## src/rtl/seg7_pkg.sv

```systemverilog
// Shared encodings for the 7-segment frame sequencer: mode codes, segment byte type
// and the frame/direction FSM states.
package seg7_pkg;

    typedef logic [7:0] seg_byte_t;

    localparam logic [1:0] MODE_HOLD     = 2'd0;
    localparam logic [1:0] MODE_LOOP     = 2'd1;
    localparam logic [1:0] MODE_PINGPONG = 2'd2;
    localparam logic [1:0] MODE_ONESHOT  = 2'd3;

    localparam seg_byte_t SEG_BLANK = 8'hFF;

    // Direction and the one-shot completion share one state register.
    typedef enum logic [1:0] {
        ST_UP   = 2'd0,
        ST_DOWN = 2'd1,
        ST_DONE = 2'd2
    } frame_state_e;

endpackage

```

## src/rtl/seg7_scan_timer.sv

```systemverilog
// Refresh, dwell and blink timing for the sequencer. All counters freeze while
// enable_i is low; restart_i returns them to zero with the blink phase on.
module seg7_scan_timer #(
    parameter int DIGITS         = 4,
    parameter int REFRESH_CYCLES = 100000,
    parameter int DWELL_SCANS    = 200,
    parameter int BLINK_SCANS    = 50,
    localparam int DW = (DIGITS > 1) ? $clog2(DIGITS) : 1
) (
    input  logic          clock,
    input  logic          rst_n,
    input  logic          enable_i,
    input  logic          restart_i,
    output logic [DW-1:0] digit_idx_o,
    output logic          scan_tick_o,
    output logic          dwell_tick_o,
    output logic          blink_on_o
);

    localparam int RW = (REFRESH_CYCLES > 1) ? $clog2(REFRESH_CYCLES) : 1;
    localparam int SW = (DWELL_SCANS > 1) ? $clog2(DWELL_SCANS) : 1;
    localparam int BW = (BLINK_SCANS > 1) ? $clog2(BLINK_SCANS) : 1;

    localparam logic [RW-1:0] REFRESH_LAST = RW'(REFRESH_CYCLES - 1);
    localparam logic [DW-1:0] DIGIT_LAST   = DW'(DIGITS - 1);
    localparam logic [SW-1:0] DWELL_LAST   = SW'(DWELL_SCANS - 1);
    localparam logic [BW-1:0] BLINK_LAST   = BW'(BLINK_SCANS - 1);

    logic [RW-1:0] refresh_q, refresh_d;
    logic [DW-1:0] digit_q, digit_d;
    logic [SW-1:0] dwell_q, dwell_d;
    logic [BW-1:0] blink_cnt_q, blink_cnt_d;
    logic          blink_on_q, blink_on_d;
    logic          refresh_wrap;

    always_comb begin
        refresh_wrap = enable_i && (refresh_q == REFRESH_LAST);
        scan_tick_o  = refresh_wrap && (digit_q == DIGIT_LAST);
        dwell_tick_o = scan_tick_o && (dwell_q == DWELL_LAST);
        refresh_d    = refresh_q;
        digit_d      = digit_q;
        dwell_d      = dwell_q;
        blink_cnt_d  = blink_cnt_q;
        blink_on_d   = blink_on_q;
        if (restart_i) begin
            refresh_d   = '0;
            digit_d     = '0;
            dwell_d     = '0;
            blink_cnt_d = '0;
            blink_on_d  = 1'b1;
        end else if (enable_i) begin
            refresh_d = refresh_wrap ? '0 : refresh_q + 1'b1;
            if (refresh_wrap) begin
                digit_d = (digit_q == DIGIT_LAST) ? '0 : digit_q + 1'b1;
            end
            if (scan_tick_o) begin
                dwell_d     = (dwell_q == DWELL_LAST) ? '0 : dwell_q + 1'b1;
                blink_cnt_d = (blink_cnt_q == BLINK_LAST) ? '0 : blink_cnt_q + 1'b1;
                if (blink_cnt_q == BLINK_LAST) begin
                    blink_on_d = ~blink_on_q;
                end
            end
        end
    end

    always_ff @(posedge clock or negedge rst_n) begin
        if (!rst_n) begin
            refresh_q   <= '0;
            digit_q     <= '0;
            dwell_q     <= '0;
            blink_cnt_q <= '0;
            blink_on_q  <= 1'b1;
        end else begin
            refresh_q   <= refresh_d;
            digit_q     <= digit_d;
            dwell_q     <= dwell_d;
            blink_cnt_q <= blink_cnt_d;
            blink_on_q  <= blink_on_d;
        end
    end

    assign digit_idx_o = digit_q;
    assign blink_on_o  = blink_on_q;

endmodule

```

## src/rtl/seg7_frame_sequencer.sv

```systemverilog
// Multiplexed 7-segment display sequencer: frame buffer, frame/direction FSM and
// registered anode/segment drivers, timed by seg7_scan_timer.
module seg7_frame_sequencer
    import seg7_pkg::*;
#(
    parameter int DIGITS         = 4,
    parameter int FRAMES         = 8,
    parameter int REFRESH_CYCLES = 100000,
    parameter int DWELL_SCANS    = 200,
    parameter int BLINK_SCANS    = 50,
    localparam int DW = (DIGITS > 1) ? $clog2(DIGITS) : 1,
    localparam int FW = (FRAMES > 1) ? $clog2(FRAMES) : 1
) (
    input  logic              clock,
    input  logic              rst_n,
    input  logic              enable,
    input  logic [1:0]        mode,
    input  logic              restart,
    input  logic              blink,
    input  logic              wr_en,
    input  logic [FW-1:0]     wr_frame,
    input  logic [DW-1:0]     wr_digit,
    input  seg_byte_t         wr_data,
    output logic [DIGITS-1:0] an,
    output seg_byte_t         seg,
    output logic [FW-1:0]     frame_idx,
    output logic              done
);

    localparam logic [FW-1:0] FRAME_LAST = FW'(FRAMES - 1);

    logic [DW-1:0] digit_idx;
    logic          scan_tick, dwell_tick, blink_on, advance, wr_hit;

    seg_byte_t     fb_q [FRAMES][DIGITS];
    frame_state_e  state_q, state_d;
    logic [FW-1:0] frame_q, frame_d;
    logic [1:0]    mode_q;
    logic [DIGITS-1:0] an_q, an_d;
    seg_byte_t     seg_q, seg_d;

    seg7_scan_timer #(
        .DIGITS        (DIGITS),
        .REFRESH_CYCLES(REFRESH_CYCLES),
        .DWELL_SCANS   (DWELL_SCANS),
        .BLINK_SCANS   (BLINK_SCANS)
    ) u_timer (
        .clock       (clock),
        .rst_n       (rst_n),
        .enable_i    (enable),
        .restart_i   (restart),
        .digit_idx_o (digit_idx),
        .scan_tick_o (scan_tick),
        .dwell_tick_o(dwell_tick),
        .blink_on_o  (blink_on)
    );

    assign advance = scan_tick && dwell_tick;
    assign wr_hit  = wr_en && (int'(wr_frame) < FRAMES) && (int'(wr_digit) < DIGITS);

    always_ff @(posedge clock or negedge rst_n) begin
        if (!rst_n) begin
            for (int f = 0; f < FRAMES; f++) begin
                for (int d = 0; d < DIGITS; d++) begin
                    fb_q[f][d] <= SEG_BLANK;
                end
            end
        end else if (wr_hit) begin
            fb_q[wr_frame][wr_digit] <= wr_data;
        end
    end

    // Mode edits only retarget the next advance; they never move the frame themselves.
    always_comb begin
        state_d = state_q;
        frame_d = frame_q;
        if (mode != mode_q) begin
            if (mode == MODE_PINGPONG || state_q == ST_DONE) begin
                state_d = ST_UP;
            end
        end
        if (restart) begin
            state_d = ST_UP;
            frame_d = '0;
        end else if (advance) begin
            case (mode)
                MODE_LOOP: begin
                    frame_d = (frame_q == FRAME_LAST) ? '0 : frame_q + 1'b1;
                end
                MODE_PINGPONG: begin
                    if (FRAMES > 1) begin
                        if (state_d == ST_DOWN) begin
                            if (frame_q == '0) begin
                                frame_d = frame_q + 1'b1;
                                state_d = ST_UP;
                            end else begin
                                frame_d = frame_q - 1'b1;
                            end
                        end else if (frame_q == FRAME_LAST) begin
                            frame_d = frame_q - 1'b1;
                            state_d = ST_DOWN;
                        end else begin
                            frame_d = frame_q + 1'b1;
                        end
                    end
                end
                MODE_ONESHOT: begin
                    if (state_q != ST_DONE) begin
                        if (frame_q == FRAME_LAST) begin
                            state_d = ST_DONE;
                        end else begin
                            frame_d = frame_q + 1'b1;
                        end
                    end
                end
                default: ;
            endcase
        end
    end

    // A write landing on the lit digit is forwarded so it shows one cycle later.
    always_comb begin
        an_d  = '1;
        seg_d = SEG_BLANK;
        if (enable && (blink_on || !blink)) begin
            for (int i = 0; i < DIGITS; i++) begin
                if (i == DIGITS - 1 - int'(digit_idx)) begin
                    an_d[i] = 1'b0;
                end
            end
            seg_d = (wr_hit && wr_frame == frame_q && wr_digit == digit_idx)
                    ? wr_data : fb_q[frame_q][digit_idx];
        end
    end

    always_ff @(posedge clock or negedge rst_n) begin
        if (!rst_n) begin
            state_q <= ST_UP;
            frame_q <= '0;
            mode_q  <= MODE_HOLD;
            an_q    <= '1;
            seg_q   <= SEG_BLANK;
        end else begin
            state_q <= state_d;
            frame_q <= frame_d;
            mode_q  <= mode;
            an_q    <= an_d;
            seg_q   <= seg_d;
        end
    end

    assign an        = an_q;
    assign seg       = seg_q;
    assign frame_idx = frame_q;
    assign done      = (state_q == ST_DONE);

endmodule

```

## config.mk

```make
export PLATFORM = sky130hd
export DESIGN_NAME = seg7_frame_sequencer
export DESIGN_NICKNAME = d
export VERILOG_FILES = /design/src/rtl/seg7_pkg.sv /design/src/rtl/seg7_scan_timer.sv /design/src/rtl/seg7_frame_sequencer.sv
export SDC_FILE = /design/constraint.sdc
export NUM_CORES = 1
export LEC_CHECK = 0
export BUFFER_PORTS_ARGS = -buffer_cell sky130_fd_sc_hd__buf_2
export CAP_MARGIN = 10
export CORE_MARGIN = 10
export CORE_UTILIZATION = 45
export CTS_CLUSTER_SIZE = 12
export DETAILED_ROUTE_END_ITERATION = 8
export PLACE_DENSITY_LB_ADDON = 0.1
export SLEW_MARGIN = 20
export SYNTH_ARGS = -nofsm -noshare
export SYNTH_HDL_FRONTEND = slang
export SYNTH_HIERARCHICAL = 1
export SYNTH_SLANG_ARGS = --single-unit
```

## constraint.sdc

```tcl
create_clock -name clock -period 3.2 [get_ports clock]
set_input_delay 0.48 -clock clock [delete_from_list [all_inputs] [get_ports clock]]
set_output_delay 0.48 -clock clock [all_outputs]
set_load 0.02 [all_outputs]
```

==> flow_summary.json, run 1 <==
{
  "fin_worst_skew_ns": 0.01643,
  "regArea_um2": 8073,
  "hold_path_class": "in -> reg",
  "h-tree-depth": 2,
  "cts_buffer_depth": 3,
  "die-area_um2": 42360,
  "arrival_ns": 2.79,
  "gp_congestion": 0.8117,
  "grt_pass1_vias": 9660,
  "post_drt_via_cell_ratio": 5.688,
  "report.final.setup_viol": 0,
  "route.antenna.remaining_nets": 0,
  "syn_area_per_cell_um2": 12.77,
  "fin_setup_tns_ns": 0,
  "powerDensity_nw_per_um2": 620.5,
  "crit_required_ns": 3.64,
  "multiInputGateArea_um2": 6950,
  "worstPathCellList": "ha_1, nand4b_1, or4_1, nor2_1, o211ai_1, nor4b_1, o21bai_1, a31oi_1",
  "finalPower_w": 0.01068,
  "cp_num_buf_inv": 0,
  "cts-buffers-inserted": 36,
  "fillers": 2956,
  "dieWidth_um": 205.8,
  "yosys-top-cells-area": "dfstp_2 45%, mux2_2 17%, mux2i_1 8.4%, dfrtp_1 6.4%, a21oi_1 1.6%",
  "avgRoutedWirePerCell_um": 22.48,
  "drt_drc_violations_left": 0,
  "fin_nets": 1250,
  "synth_area_um2": 15540,
  "antenna_found_initial": 1,
  "wirelength_um": 38140,
  "slowest_stage": "or4_1",
  "outcome": "complete, no violations",
  "ys.flop_type": "dfstp_2",
  "ir_drop_v": 0.0003407,
  "yosysWarnings": 6,
  "ys_types": 75,
  "cts_tree": "done",
  "yosysMostFrequentCell": "dfstp_2",
  "hpwl_um": 23630,
  "rows": 67,
  "rsz0062_at_grt": "no",
  "p_leak_nw": 6.599,
  "core_um2": 33780,
  "critPathKind": "reg -> reg",
  "grt_use_total_pct": 18.18,
  "worst_pin_slew_ns": 0.8411,
  "area_growth_pct": 10.80,
  "clk_pin_slew_ns": 0.05,
  "dpl_cell_area_um2": 16030,
  "cts_num_sinks": 309,
  "hold_viol_final": 0,
  "finalCritPeriodShare_pct": 73.61,
  "die_h_um": 205.8,
  "root_buffer": "clkbuf_16",
  "fin_crit_ns": 2.356,
  "startpoint_type": "flip-flop",
  "synth_top_area_cell": "dfstp_2",
  "path_delay_family": "simple AND/OR/NAND/NOR gates",
  "ios": 37,
  "synth-edff-count": 0,
  "clock_latency_ns": 0.53,
  "async_flop_share_pct": 100.0,
  "drt_iter0_markers": 559,
  "yosysSeqAreaShare_pct": 51.93,
  "synth-seq-cells": 309,
  "io_buffer_count": 36,
  "post-cts-setup-buffer-count": 0,
  "synthTopCellsByCount": "269 x dfstp_2, 237 x mux2_2, 130 x mux2i_1",
  "start_util_pct": 45.99,
  "max_cap_violations": 0,
  "synth_fp_nets": 1247,
  "grt_first_pass_wirelength_um": 60020,
  "drv_slew": 0,
  "num_vias": 9653,
  "grt_max_degree": 90,
  "yosysTopAreaCellShare_pct": 45.49,
  "synthCells": 1217,
  "globalRouteOverflowTotal": 0,
  "cp_max_fo": 6,
  "cp-end-kind": "flip-flop",
  "drive_above_1_share_pct": 53.13,
  "first_pass_iters": 5,
  "fmax_mhz": 424.5,
  "max_stage_delay_ns": 0.56,
  "stdcell_area_um2": 17220,
  "max_slew_margin_pct": 43.92
}
==> power breakdown <==
group	internal [W]	leakage [nW]	switching [W]	total [W]
Sequential	0.00502	3.36	0.000303	0.00532
Clock	0.00246	0.589	0.00165	0.00410
Combinational	0.000669	2.65	0.000592	0.00126
==> flip-flops by register name, indices dropped and copies added, names as in the netlist <==
| name | count |
|---|---|
| u_timer/blink_on_o | 1 |
| frame_idx | 3 |
| u_timer/blink_cnt_q | 6 |
| fb_q | 256 |
| u_timer/dwell_q | 8 |
| state_q | 2 |
| mode_q | 2 |
| u_timer/digit_idx_o | 2 |
| seg | 8 |
| u_timer/refresh_q | 17 |
| an | 4 |
==> cells by family (layout without fill, tap and decap cells) <==
group / after synthesis / count (layout) / share of synthesized area, %
muxes: 387 / 387 / 27.00
DFF: 309 / 309 / 51.93
and+or+nand+nor: 244 / 244 / 9.453
AOI/OAI and AO/OA: 145 / 145 / 6.402
buffers and inverters: 105 / 136 / 3.430
xor gates and xnor gates: 18 / 18 / 1.063
adders and majority gates: 9 / 9 / 0.7247
other: 0 / 1 / 0
==> worst paths after layout <==
check	to	startpoint	cells after the start	slack (ns)
min in group asynchronous	frame_idx[1]	rst_n	2	0.58
hold reg to reg	u_timer/blink_on_o	u_timer/blink_on_o	2	0.52
max in group asynchronous	fb_q[16]	rst_n	3	1.72
setup reg to reg	frame_idx[2]	u_timer/dwell_q[0]	8	0.84
hold / removal	mode_q[0]	mode[0]	1	0.17
setup / recovery	frame_idx[2]	u_timer/dwell_q[0]	8	0.84
==> placed cells by master (no fill, tap or decap), types with 5 or more instances in the layout <==
cell type	count
or4_1	5
inv_1	19
or3_1	5
nand4b_1	6
a21oi_1	51
buf_2	35
xnor2_1	8
xor2_1	9
nor2_1	28
clkinv_2	9
o21ai_0	11
buf_12	6
mux2_1	20
buf_4	8
or2_2	6
a211oi_1	5
and3_1	7
clkbuf_8	7
dfstp_2	269
clkbuf_1	9
nand2_1	63
a22oi_1	32
nand2b_1	8
mux2i_1	130
mux2_2	237
nand3_1	43
ha_1	9
a41oi_1	6
clkbuf_16	37
nor2b_1	7
a211o_1	9
nor2_2	9
dfrtp_1	39
nand4_1	11
==> area by class of cell <==
| type | count | area share [%] |
|---|---|---|
| clock inverter | 13 | 0.7122 |
| multi-input combinational | 803 | 40.37 |
| timing repair buffer | 51 | 2.209 |
| inverter | 19 | 0.4142 |
| antenna | 1 | 0.01453 |
| clock buffer | 53 | 6.134 |
| sequential | 309 | 46.89 |
| tap | 448 | 3.256 |
==> repair_timing <==
item | 4_1_cts | 5_1_grt
gates resized for setup | 0 | 0
hold buffers | 1 | 0
hold endpoints to repair | 12 | 0
==> routing by layer <==
layer | global-route usage [%] | routed length, um | vias up
li1 | - | - | 4452
met1 | 26.63 | 18640 | 4985
met2 | 27.55 | 17250 | 167
met3 | 2.705 | 1515 | 49
met4 | 4.639 | 733 | 0
met5 | 0 | 0 | -
==> through the flow <==
| step | utilization (%) | cells | hold slack, ns | setup WS [ns] |
|---|---|---|---|---|
| floorplan | - | 1217 | 0.1844 | 0.8073 |
| global placement | 47.44 | 1629 | 0.5167 | 0.7861 |
| detailed placement | 47.44 | 1629 | 0.5221 | 0.7883 |
| CTS | 50.95 | 1696 | 0.1462 | 0.8482 |
| global route | 50.96 | 1697 | 0.1685 | 0.6170 |
| finish | 50.96 | 1697 | 0.1662 | 0.8444 |
==> worst reg2reg max path, cell delays in order (launching register included) <==
cell and delay (ns):
dfrtp_1 0.38, ha_1 0.27, nand4b_1 0.12, or4_1 0.56, nor2_1 0.24, o211ai_1 0.21
nor4b_1 0.29, o21bai_1 0.09, a31oi_1 0.12
Power figures use the tool's default switching activity.
==> run 2, diff against run 1 <==
clock period = 2 ns   (was 3.2 ns; I/O delays follow)
==> run 2 against run 1 <==
Net effect: the flow now finishes with violations (negative setup slack); global-route usage rose by 0.27 points; worst hold slack improved by 0.12 ns; combinational power rose by 66%; register-to-register slack got worse by 0.86 ns; via count rose by 4.2%; worst setup slack got worse by 0.86 ns; highest routed layer unchanged.
==> flow_summary.json, run 2 (synthesis results as in run 1) <==
{
  "hold_viol_final": 0,
  "drive_above_1_share_pct": 58.89,
  "p_leak_nw": 7.270,
  "max_slew_margin_pct": 48.63,
  "arrival_ns": 2.39,
  "fmax_mhz": 495.6,
  "postLayoutCoreUtil_pct": 54.61,
  "clock_latency_ns": 0.51,
  "finalCritPeriodShare_pct": 100.9,
  "hold_path_class": "in -> reg",
  "io_buffer_count": 36,
  "cts_tree": "done",
  "clk_pin_slew_ns": 0.06,
  "worst_pin_slew_ns": 0.7705,
  "rows": 67,
  "drt_drc_violations_left": 0,
  "grt_use_total_pct": 18.44,
  "hpwl_um": 25890,
  "cts-buffers-inserted": 37,
  "die-area_um2": 42360,
  "largest_reg_flops": 256,
  "die_h_um": 205.8,
  "netSwitchingFraction_pct": 23.39,
  "drv_slew": 0,
  "outcome": "complete, but fails checks",
  "final_cell_mix": "269 x dfstp_2, 236 x mux2_2, 129 x mux2i_1",
  "fin_crit_ns": 2.018,
  "fillers": 2891,
  "max_cap_violations": 0,
  "cp_max_fo": 8,
  "fin_nets": 1360,
  "cp-end-kind": "flip-flop",
  "cts_buffer_depth": 3,
  "start_util_pct": 45.99,
  "drt-met1-wl_um": 18340,
  "combPwrFrac_pct": 12.1,
  "gp_congestion": 0.8309,
  "powerDensity_nw_per_um2": 936.6,
  "violations": "negative setup slack",
  "dr_wl_met3_um": 1060,
  "avgRoutedWirePerCell_um": 21.52,
  "top_layer_used": "met4",
  "cts_num_sinks": 309,
  "setup_slack_ns": -0.01765,
  "crit_required_ns": 2.38,
  "ir_drop_v": 0.0005235,
  "wl_met2_um": 18760,
  "place_ws_ns": -0.1243,
  "hp-start": "enable",
  "critPathKind": "reg -> reg",
  "rsz0062_at_grt": "yes",
  "core_um2": 33780,
  "dpl_cell_area_um2": 17000,
  "grt_first_pass_wirelength_um": 61430,
  "first_pass_iters": 5,
  "post_drt_via_cell_ratio": 5.568,
  "route.antenna.remaining_nets": 0,
  "top_register": "fb_q",
  "drt_iter0_markers": 555,
  "report.final.setup_viol": 3,
  "grt_max_degree": 59,
  "dieWidth_um": 205.8,
  "reg_top3": "fb_q (256), u_timer/refresh_q (17)",
  "cp-startpoint": "u_timer/refresh_q[8]",
  "wirelength_um": 38900,
  "num_vias": 10062,
  "h-tree-depth": 2,
  "stdcell_area_um2": 18450,
  "globalRouteOverflowTotal": 0,
  "startpoint_type": "flip-flop",
  "antenna_found_initial": 4,
  "dp.cells": 1729,
  "area_growth_pct": 18.73,
  "final_common_cell": "dfstp_2",
  "r2r-start": "u_timer/refresh_q[8]",
  "fin_worst_skew_ns": 0.01390,
  "p_int_w": 0.01324,
  "power.switching_w": 0.004041,
  "root_buffer": "clkbuf_16",
  "grt_pass1_vias": 10384,
  "layout.cells.non_filler": 1807,
  "ios": 37,
  "clkPwrFrac_pct": 38.6,
  "pwr-share-seq_pct": 49.3
}
[run 2: changes by cell type in the layout (fill, tap and decap cells not counted), moves of 5 or more]
cell and delta:
o21ai_0 -5, clkbuf_8 +5, buf_12 +16, o21ai_1 +5, clkbuf_1 -5, buf_4 +90
[run 2: metal layers]
metal,GRT usage [%],vias up
met3,2.437,54
met4,4.144,0
met5,0,-
met2,30.57,124
met1,25.21,5220
li1,-,4664
[run 2: metrics by stage]
step	hold slack [ns]	power [W]	TNS, ns
after detailed placement	0.5213	0.01071	-0.4507
after global routing	0.2856	0.01809	-0.5422
after global placement	0.5162	0.01061	-0.1733
after floorplan	0.004409	0.009976	-0.1811
final	0.2822	0.01728	-0.03118
after CTS	0.2375	0.01749	-0.4719
[run 2: area by class of cell]
| type | instances | area [um2] | share of cell area, % |
|---|---|---|---|
| multi-input cells | 804 | 7111 | 38.54 |
| clock buffers | 53 | 1106 | 5.995 |
| repair buffers | 159 | 1396 | 7.569 |
| diodes | 4 | 10.01 | 0.05426 |
| flip-flops and latches | 309 | 8073 | 43.76 |
| well taps | 448 | 560.5 | 3.038 |
| clock inverters | 11 | 108.9 | 0.5900 |
| inverters | 19 | 83.83 | 0.4544 |
[run 2: power by group through the flow]
stage | Sequential [W] | Clock [W] | Combinational (W)
floorplan | 0.00848 | 0 | 0.00149
global placement | 0.00856 | 0 | 0.00205
detailed placement | 0.00861 | 0 | 0.00211
CTS | 0.00851 | 0.00685 | 0.00212
global route | 0.00865 | 0.00712 | 0.00231
finish | 0.00851 | 0.00667 | 0.00209
[run 2: final timing paths]
kind	endpoint	slack (ns)	cells past startpoint
min in group asynchronous	fb_q[252]	0.57	2
min reg2reg	u_timer/blink_on_o	0.55	2
max	u_timer/dwell_q[7]	-0.02	5
max reg2reg	u_timer/dwell_q[7]	-0.02	5
min	u_timer/refresh_q[1]	0.28	4
max in group asynchronous	fb_q[104]	0.99	3
[run 2: worst max-delay path, stage by stage (launching register included)]
cell and delay, ns:
dfrtp_1 0.37, or4b_4 0.54, or4_4 0.52, buf_4 0.18, a211oi_2 0.17, o32ai_1 0.11
[run 2: repair_timing]
item	CTS	global route
cloned	1	0
setup buffers	0	6
hold buffers	3	0
pin swaps	8	10
setup endpoints to repair	12	25
gates resized for setup	11	26
hold endpoints to repair	33	0
==> run 3, diff against run 2 <==
CORE_MARGIN = 4   (was 10)
==> run 3 against run 2 <==
Net effect: first-iteration DRC count down 18%; the flow still finishes with violations (negative setup slack); worst hold slack worse by 0.033 ns; via count up 0.75%; count of clock-buffer cells in the layout up 9; clock power about the same; routed wire length up 3.1%; final cell count up 1.0%; sequential cell count unchanged.
==> flow_summary.json, run 3 (synthesis results as in run 1) <==
{
  "clk_pin_slew_ns": 0.06,
  "die_h_um": 193.8,
  "fmax_mhz": 493.9,
  "root_buffer": "clkbuf_16",
  "layout.cells.non_filler": 1825,
  "fin_crit_ns": 2.025,
  "hpwl_um": 25890,
  "powerDensity_nw_per_um2": 924.6,
  "worst_pin_slew_ns": 0.7644,
  "clock_latency_ns": 0.51,
  "first_pass_iters": 5,
  "largest_reg_flops": 256,
  "grt_pass1_vias": 10340,
  "fillers": 2852,
  "h-tree-depth": 2,
  "max_cap_violations": 0,
  "p_leak_nw": 7.373,
  "ir_drop_v": 0.0005673,
  "dieWidth_um": 193.8,
  "wirelength_um": 40080,
  "avgRoutedWirePerCell_um": 21.96,
  "stdcell_area_um2": 18780,
  "hold_viol_final": 0,
  "area_growth_pct": 20.85,
  "io_buffer_count": 36,
  "postLayoutCoreUtil_pct": 55.58,
  "setup_slack_ns": -0.02466,
  "drv_slew": 0,
  "drt_drc_violations_left": 0,
  "grt_max_degree": 65,
  "critPathKind": "reg -> reg",
  "reg_top3": "fb_q (256), u_timer/refresh_q (17)",
  "outcome": "complete, but fails checks",
  "rows": 67,
  "rsz0062_at_grt": "yes",
  "cts_buffer_depth": 3,
  "final_common_cell": "dfstp_2",
  "ios": 37,
  "hold_slack_ns": 0.2494,
  "arrival_ns": 2.41,
  "finalPower_w": 0.01736,
  "dp.cells": 1738,
  "drt_iter0_markers": 455,
  "cp-end-kind": "flip-flop",
  "fin_nets": 1377,
  "fin_worst_skew_ns": 0.01223,
  "cp_max_fo": 8,
  "start_util_pct": 45.99,
  "gp_congestion": 0.8253,
  "num_vias": 10137,
  "route.antenna.remaining_nets": 0,
  "max_slew_margin_pct": 49.04,
  "grt_use_total_pct": 20.72,
  "drive_above_1_share_pct": 60.54,
  "dpl_cell_area_um2": 17050,
  "cts_num_sinks": 309,
  "startpoint_type": "flip-flop",
  "cts-buffers-inserted": 37,
  "grt_first_pass_wirelength_um": 62030,
  "report.final.setup_viol": 3,
  "hold_path_class": "in -> reg",
  "top_register": "fb_q",
  "crit_required_ns": 2.39,
  "cts_tree": "done",
  "violations": "negative setup slack",
  "antenna_found_initial": 1,
  "globalRouteOverflowTotal": 0,
  "core_um2": 33780,
  "final_cell_mix": "269 x dfstp_2, 236 x mux2_2, 126 x mux2i_1",
  "die-area_um2": 37570,
  "post_drt_via_cell_ratio": 5.555,
  "finalCritPeriodShare_pct": 101.2
}
## run 3: cell count changes in the layout (fill, tap and decap cells not counted), moves of 5 or more
cell      change
nand3_1       -7
a22oi_2      +11
nand3_2       +6
a22oi_1      -11
clkinv_2      -5
buf_6         +7
buf_4         +6
clkbuf_1     +11
## run 3: where the power goes
part	internal, W	switching, W	leakage, nW	total, W
sequential	0.00803	0.000499	3.36	0.00853
combinational	0.00115	0.00102	3.41	0.00217
clock	0.00406	0.00260	0.596	0.00666
total	0.0133	0.00411	7.37	0.0174
## run 3: worst max-delay path, cell delays in order (launching register included)
cell and delay (ns):
dfrtp_1 0.38, or4b_4 0.55, or4_4 0.52, a211o_1 0.25
a32o_1 0.20
## run 3: per-stage QoR
step | TNS, ns | worst slack (ns)
2_1_floorplan | -0.1811 | -0.07592
3_3_place_gp | -0.1342 | -0.07041
3_5_place_dp | -0.2523 | -0.07548
4_1_cts | -0.5760 | -0.07906
5_1_grt | -0.6629 | -0.09220
6_report | -0.04410 | -0.02466
## run 3: repair_timing
action,4_1_cts,5_1_grt
endpoints found under the setup margin,15,39
pin swaps,4,16
endpoints found under the hold margin,34,0
setup buffers,0,12
resized for setup,11,56
cloned,2,1
hold buffers,3,0
## run 3: path summary, 6_finish.rpt
kind                                        from                     end  slack, ns  cells past startpoint
max                        u_timer/refresh_q[12]  u_timer/blink_cnt_q[4]      -0.02                      4
min                                       enable    u_timer/refresh_q[0]       0.25                      4
max reg2reg                u_timer/refresh_q[12]  u_timer/blink_cnt_q[4]      -0.02                      4
min reg2reg                   u_timer/blink_on_o      u_timer/blink_on_o       0.53                      2
max in group asynchronous                  rst_n                fb_q[80]       0.98                      3
min in group asynchronous                  rst_n            frame_idx[0]       0.30                      2
## run 3: area by class of cell
| cell class | instances | area, um2 | area share (%) |
|---|---|---|---|
| multi-input combinational | 804 | 7241 | 38.56 |
| inverter | 19 | 71.32 | 0.3798 |
| clock buffer | 62 | 1154 | 6.143 |
| tap | 448 | 560.5 | 2.985 |
| antenna | 1 | 2.502 | 0.01333 |
| timing repair buffer | 176 | 1614 | 8.595 |
| clock inverter | 6 | 62.56 | 0.3332 |
| sequential | 309 | 8073 | 42.99 |
## run 3: routing by layer
metal	up-vias	GRT usage, %	wire length (um)
li1	4709	-	-
met1	5240	29.90	19280
met2	149	34.45	19100
met3	39	2.467	1199
met4	0	3.411	510
met5	-	0	0
